### src/rtl/lcr580_io_pkg.sv
// Shared definitions for LCR580 port-mapped I/O peripherals: register
// offsets, control bit positions and the idle read value of the port bus.
package lcr580_io_pkg;

  localparam logic [15:0] REG_PEND  = 16'd0;
  localparam logic [15:0] REG_MASK  = 16'd1;
  localparam logic [15:0] REG_ISR   = 16'd2;
  localparam logic [15:0] REG_RAISE = 16'd3;
  localparam logic [15:0] REG_CTRL  = 16'd4;

  localparam int CTRL_ROT  = 0;
  localparam int CTRL_AEOI = 1;

  localparam logic [7:0] IO_READ_IDLE = 8'hFF;

  // Index width for an n-entry channel set; never narrower than one bit.
  function automatic int idx_width(input int n);
    return (n > 1) ? $clog2(n) : 1;
  endfunction

endpackage

### src/rtl/irq_prio_enc.sv
// Rotating priority encoder: returns the first set request found when
// scanning upward from start and wrapping modulo NCHAN.
module irq_prio_enc
  import lcr580_io_pkg::*;
#(
  parameter int NCHAN = 3,
  localparam int IW = idx_width(NCHAN)
) (
  input  logic [NCHAN-1:0] req,
  input  logic [IW-1:0]    start,
  output logic             valid,
  output logic [IW-1:0]    idx
);

  logic [IW:0]   sum_s;
  logic [IW-1:0] cand_s;

  // Scan candidates start, start+1, ... (mod NCHAN) and keep the first hit.
  always_comb begin
    valid  = 1'b0;
    idx    = '0;
    sum_s  = '0;
    cand_s = '0;
    for (int k = 0; k < NCHAN; k++) begin
      sum_s = {1'b0, start} + (IW+1)'(k);
      if (sum_s >= (IW+1)'(NCHAN)) begin
        cand_s = IW'(sum_s - (IW+1)'(NCHAN));
      end else begin
        cand_s = IW'(sum_s);
      end
      if (!valid && req[cand_s]) begin
        valid = 1'b1;
        idx   = cand_s;
      end else begin
        idx   = idx;
      end
    end
  end

endmodule

### src/rtl/irq_ctrl.sv
// Port-mapped interrupt controller: latches request pulses, masks, arbitrates
// (fixed or rotating) and signals the CPU by toggling irq with a 4-bit vector.
module irq_ctrl
  import lcr580_io_pkg::*;
#(
  parameter int          NCHAN    = 3,
  parameter logic [15:0] BASE     = 16'h00F0,
  parameter logic [3:0]  VBASE    = 4'd1,
  parameter logic [7:0]  RST_PEND = 8'h01
) (
  input  logic             clock,
  input  logic             reset_n,
  input  logic [15:0]      address,
  input  logic [7:0]       out,
  input  logic             port_rd,
  input  logic             port_we,
  input  logic [NCHAN-1:0] src,
  input  logic             iff1,
  output logic             irq,
  output logic [3:0]       vect,
  output logic [7:0]       pin
);

  localparam int IW = idx_width(NCHAN);

  localparam logic [15:0] A_PEND  = BASE + REG_PEND;
  localparam logic [15:0] A_MASK  = BASE + REG_MASK;
  localparam logic [15:0] A_ISR   = BASE + REG_ISR;
  localparam logic [15:0] A_RAISE = BASE + REG_RAISE;
  localparam logic [15:0] A_CTRL  = BASE + REG_CTRL;

  logic [NCHAN-1:0] pend_r, mask_r, isr_r;
  logic [1:0]       ctrl_r;
  logic [IW-1:0]    ptr_r;
  logic             irq_r;
  logic [3:0]       vect_r;

  logic [NCHAN-1:0] wdata_s, elig_s, win_oh_s, set_s, clr_s;
  logic [NCHAN-1:0] pend_nxt_s, isr_nxt_s;
  logic [IW-1:0]    start_s, win_idx_s, ptr_nxt_s;
  logic             win_vld_s, dispatch_s, rot_s, aeoi_s;
  logic             wr_pend_s, wr_mask_s, wr_isr_s, wr_raise_s, wr_ctrl_s;
  logic             unused_s;

  assign wdata_s    = out[NCHAN-1:0];
  assign rot_s      = ctrl_r[CTRL_ROT];
  assign aeoi_s     = ctrl_r[CTRL_AEOI];
  assign wr_pend_s  = port_we && (address == A_PEND);
  assign wr_mask_s  = port_we && (address == A_MASK);
  assign wr_isr_s   = port_we && (address == A_ISR);
  assign wr_raise_s = port_we && (address == A_RAISE);
  assign wr_ctrl_s  = port_we && (address == A_CTRL);
  assign elig_s     = pend_r & mask_r;
  assign start_s    = rot_s ? ptr_r : '0;
  assign unused_s   = ^{port_rd, out};

  irq_prio_enc #(.NCHAN(NCHAN)) u_prio_enc (
    .req   (elig_s),
    .start (start_s),
    .valid (win_vld_s),
    .idx   (win_idx_s)
  );

  // Dispatch decision and next-state of the request/in-service bookkeeping.
  // Sets are OR-ed after clears so a same-cycle event is never lost, and the
  // EOI clear is applied before the new in-service bit is added.
  always_comb begin
    dispatch_s = 1'b0;
    win_oh_s   = '0;
    set_s      = src;
    clr_s      = '0;
    isr_nxt_s  = isr_r;
    ptr_nxt_s  = ptr_r;
    if (iff1 && win_vld_s && ((isr_r == '0) || aeoi_s)) begin
      dispatch_s = 1'b1;
      win_oh_s   = NCHAN'(1) << win_idx_s;
    end else begin
      dispatch_s = 1'b0;
    end
    if (wr_raise_s) begin
      set_s = src | wdata_s;
    end else begin
      set_s = src;
    end
    if (wr_pend_s) begin
      clr_s = win_oh_s | wdata_s;
    end else begin
      clr_s = win_oh_s;
    end
    if (wr_isr_s) begin
      isr_nxt_s = '0;
    end else begin
      isr_nxt_s = isr_r;
    end
    if (dispatch_s && !aeoi_s) begin
      isr_nxt_s = isr_nxt_s | win_oh_s;
    end else begin
      isr_nxt_s = isr_nxt_s;
    end
    if (dispatch_s && rot_s) begin
      if (win_idx_s == IW'(NCHAN-1)) begin
        ptr_nxt_s = '0;
      end else begin
        ptr_nxt_s = win_idx_s + IW'(1);
      end
    end else begin
      ptr_nxt_s = ptr_r;
    end
    pend_nxt_s = (pend_r & ~clr_s) | set_s;
  end

  // Controller state registers with synchronous active-low reset.
  always_ff @(posedge clock) begin
    if (!reset_n) begin
      pend_r <= RST_PEND[NCHAN-1:0];
      mask_r <= '1;
      isr_r  <= '0;
      ctrl_r <= 2'b00;
      ptr_r  <= '0;
      irq_r  <= 1'b0;
      vect_r <= 4'd0;
    end else begin
      pend_r <= pend_nxt_s;
      isr_r  <= isr_nxt_s;
      ptr_r  <= ptr_nxt_s;
      if (wr_mask_s) begin
        mask_r <= wdata_s;
      end
      if (wr_ctrl_s) begin
        ctrl_r <= out[1:0];
      end
      if (dispatch_s) begin
        irq_r  <= ~irq_r;
        vect_r <= VBASE + 4'(win_idx_s);
      end
    end
  end

  assign irq  = irq_r;
  assign vect = vect_r;

  // Side-effect-free register readback on a full 16-bit address match.
  always_comb begin
    pin = IO_READ_IDLE;
    case (address)
      A_PEND:  pin = 8'(pend_r);
      A_MASK:  pin = 8'(mask_r);
      A_ISR:   pin = 8'(isr_r);
      A_RAISE: pin = 8'h00;
      A_CTRL:  pin = {6'b000000, ctrl_r};
      default: pin = IO_READ_IDLE;
    endcase
  end

endmodule
### config.mk
export PLATFORM = sky130hd
export DESIGN_NAME = irq_ctrl
export DESIGN_NICKNAME = d
export VERILOG_FILES = /design/src/rtl/lcr580_io_pkg.sv /design/src/rtl/irq_prio_enc.sv /design/src/rtl/irq_ctrl.sv
export SDC_FILE = /design/constraint.sdc
export NUM_CORES = 1
export LEC_CHECK = 0
export CAP_MARGIN = 20
export CORE_UTILIZATION = 37
export CTS_BUF_LIST = sky130_fd_sc_hd__clkbuf_16
export CTS_CLUSTER_DIAMETER = 60
export DETAILED_ROUTE_END_ITERATION = 8
export GPL_ROUTABILITY_DRIVEN = 0
export PLACE_DENSITY = 0.67
export SLEW_MARGIN = 20
export SYNTH_ARGS = -nofsm -noshare
export SYNTH_HDL_FRONTEND = slang
export SYNTH_HIERARCHICAL = 1
export SYNTH_SLANG_ARGS = --single-unit
### constraint.sdc
create_clock -name clock -period 6.72 [get_ports clock]
set_input_delay 1.344 -clock clock [delete_from_list [all_inputs] [get_ports clock]]
set_output_delay 1.344 -clock clock [all_outputs]
set_load 0.03 [all_outputs]
==> out/results.tsv <==
stage	metric	value	unit
finish	area_growth	30.9	%
floorplan	initial_core_util	0.393	
floorplan	row_count	21	
grt	antenna_found_initial	0	
pwr	p_leak	0.644	nW
synth	avgSynthCellArea	8.23	um2
synth	ys_async_sr_fraction	0	
setup_path	worstPathRequired	5.38	ns
place	port_buffers	37	
setup_path	cp.arrival	3.92	ns
finish	post_route_cells_drive_above_1_share	0.0785	
sta	maxSlewViolCount	0	
place	place_inst	233	
setup_path	crit_type	input pin to primary output	
synth	synthTopCellsByCount	nand2_1, dfxtp_1, nand3_1	
synth	synth_top_flop_cell	dfxtp_1	
grt	grt_max_degree	14	
detailed_routing	wl_per_cell	14.2	um
synth	yosysWarnings	6	
clocking	cts.path.max_buffers	2	
pwr	p_comb_frac	0.207	
pwr	p_int	0.214	mW
pwr	ir_worst_vdd	0.175	mV
pwr	seqPwrFrac	0.378	
setup_path	crit_path_end_kind	primary output	
finish	fin_cells	237	
grt	grt_pass1_vias	1241	
clocking	cts_hold_buf	0	
sta	grt_setup_unrepaired	false	
sta	fmax	190	MHz
detailed_routing	vias	1315	
synth	synth_edf_count	0	
pwr	p_sw	0.0759	mW
place	hpwl	2690	um
setup_path	cp_max_fo	7	
pwr	p_per_area	165	nW/um2
detailed_routing	routed_wirelength	3380	um
synth	ys_top_cells_by_area	dfxtp_1, ha_1, nand3_1, nand2_1, mux2i_1	
sta	hold_viol	0	
floorplan	dieArea	3870	um2
sta	clock_skew	0.00246	ns
clocking	cts_resized	0	
detailed_routing	post-route-drc-count	0	
sta	period_share	0.783	
sta	tns	0	ns
clocking	clk_pin_slew	0.05	ns
synth	synth_cell_type_count	51	
clocking	htreeDepth	1	
floorplan	io_pins	45	
sta	timing.final.setup_violations	0	
synth	synth.most_common_cell	nand2_1	
clocking	cts_tree	done	
grt	track_usage	0.184	
detailed_routing	viasPerCell	5.55	
synth	synthCells	163	
floorplan	die_h	62.2	um
sta	slew_headroom	0.510	
worst_hold_path	hold_path_class	flop to flop	
floorplan	die_w	62.2	um
synth	synth.largest_area_cell	dfxtp_1	
clocking	cts_setup_buffers	0	
clocking	clock_latency	0.25	ns
synth	syn-cell-area	1340	um2
pwr	p_sw_frac	0.261	
job	drv_cap	0	
synth	ys_ff_latch	17	
clocking	cts-root-buf	clkbuf_16	
floorplan	core_area	3420	um2
grt	overflow	0	
setup_path	startpoint_type	input pin	
pwr	clock_power_share	0.415	
sta	tightest_slew	0.724	ns
run_status	status	complete, no violations	
synth	post-synth-top-area-fraction	0.254	
detailed_routing	drtIter0Drc	82	
grt	grt_pass1_wl	5650	um
finish	fin_nets	232	
finish	diodes	0	
clocking	cts_buffers	3	
synth	ys_seq_area_frac	0.254	
sta	post-route-min-period	5.26	ns
finish	final_util	0.514	
detailed_routing	ant_nets	0	
synth	synth_fp_nets	203	
clocking	cts_sinks	17	
detailed_routing	first_pass_iters	4	
==> power groups by stage <==
| stage | Sequential [mW] | Clock, mW | Combinational [mW] |
|---|---|---|---|
| 2_1_floorplan | 0.115 | 0 | 0.0299 |
| 3_3_place_gp | 0.112 | 0 | 0.0583 |
| 3_5_place_dp | 0.112 | 0 | 0.0597 |
| 4_1_cts | 0.110 | 0.120 | 0.0600 |
| 5_1_grt | 0.110 | 0.126 | 0.0649 |
| 6_report | 0.110 | 0.120 | 0.0602 |
==> layout by cell type, fill, tap and decap left out, types with 2 or more instances in the layout <==
cell type        instances
clkdlybuf4s50_1         37
nand2_1                 18
dfxtp_1                 17
nand3_1                 14
inv_1                    8
o21ai_0                  8
ha_1                     8
and2_1                   6
a21oi_1                  6
a211oi_1                 5
mux2i_1                  5
nor2_1                   5
or4_1                    3
nor3_1                   3
a32o_2                   3
clkbuf_16                3
nor4_4                   2
nor4_1                   2
a32oi_1                  2
o211ai_1                 2
a41oi_1                  2
o2bb2ai_1                2
and3_1                   2
nand3b_1                 2
o21ai_1                  2
==> final timing paths <==
kind,from,endpoint,slack [ns],cells past startpoint
worst max-delay path,address[13],pin[1],1.46,6
worst min-delay path,vect[1],vect[1],0.46,2
worst max register to register,ctrl_r[0],pend_r[0],3.88,11
worst min register to register,vect[1],vect[1],0.46,2
==> flip-flops by register name (all words and copies together), names as in the netlist <==
| signal | count |
|---|---|
| pend_r | 3 |
| ptr_r | 2 |
| mask_r | 3 |
| vect | 3 |
| irq | 1 |
| isr_r | 3 |
| ctrl_r | 2 |
==> cells by family (layout without fill, tap and decap cells) <==
group | count (synthesis) | after routing | share of synthesized area
buffers and inverters | 21 | 49 | 0.0914
XOR/XNOR | 1 | 1 | 0.00653
adder cells (fa/ha/maj) | 8 | 8 | 0.0746
flip-flops | 17 | 17 | 0.254
AO/OA/AOI/OAI | 38 | 38 | 0.202
AND/OR/NAND/NOR | 72 | 72 | 0.332
multiplexers | 5 | 5 | 0.0373
other | 1 | 1 | 0.00280
==> critical path: stages <==
cell and delay, ns:
clkdlybuf4s50_1 0.40, or4_1 0.69, nor4_4 0.50, a32oi_1 0.20
nand3_1 0.11, clkdlybuf4s50_1 0.67
==> area by class of cell <==
cell class              instances  area, um2
repair buffers                 37        370
flip-flops and latches         17        340
clock buffers                   3       75.1
fillers                       350       1660
well taps                      46       57.6
inverters                       8       30.0
clock inverters                 1       3.75
multi-input cells             125        878
==> per-layer routing <==
| metal | vias up | part of all wire | global-route usage |
|---|---|---|---|
| li1 | 656 | - | - |
| met1 | 625 | 0.46 | 0.228 |
| met2 | 29 | 0.49 | 0.309 |
| met3 | 5 | 0.039 | 0.0349 |
| met4 | 0 | 0.016 | 0.0756 |
| met5 | - | 0 | 0 |
==> metrics by stage <==
| stage | hold slack [ns] | worst slack (ns) | power [mW] | area, um2 |
|---|---|---|---|---|
| finish | 0.457 | 1.46 | 0.290 | 1760 |
| global route | 0.478 | 1.35 | 0.301 | 1760 |
| CTS | 0.459 | 1.46 | 0.289 | 1760 |
| detailed placement | 0.452 | 1.46 | 0.171 | 1680 |
| global placement | 0.442 | 1.50 | 0.170 | 1680 |
| floorplan | 0.433 | 2.26 | 0.145 | 1340 |
Note: power is estimated with default switching activity, not from simulation.
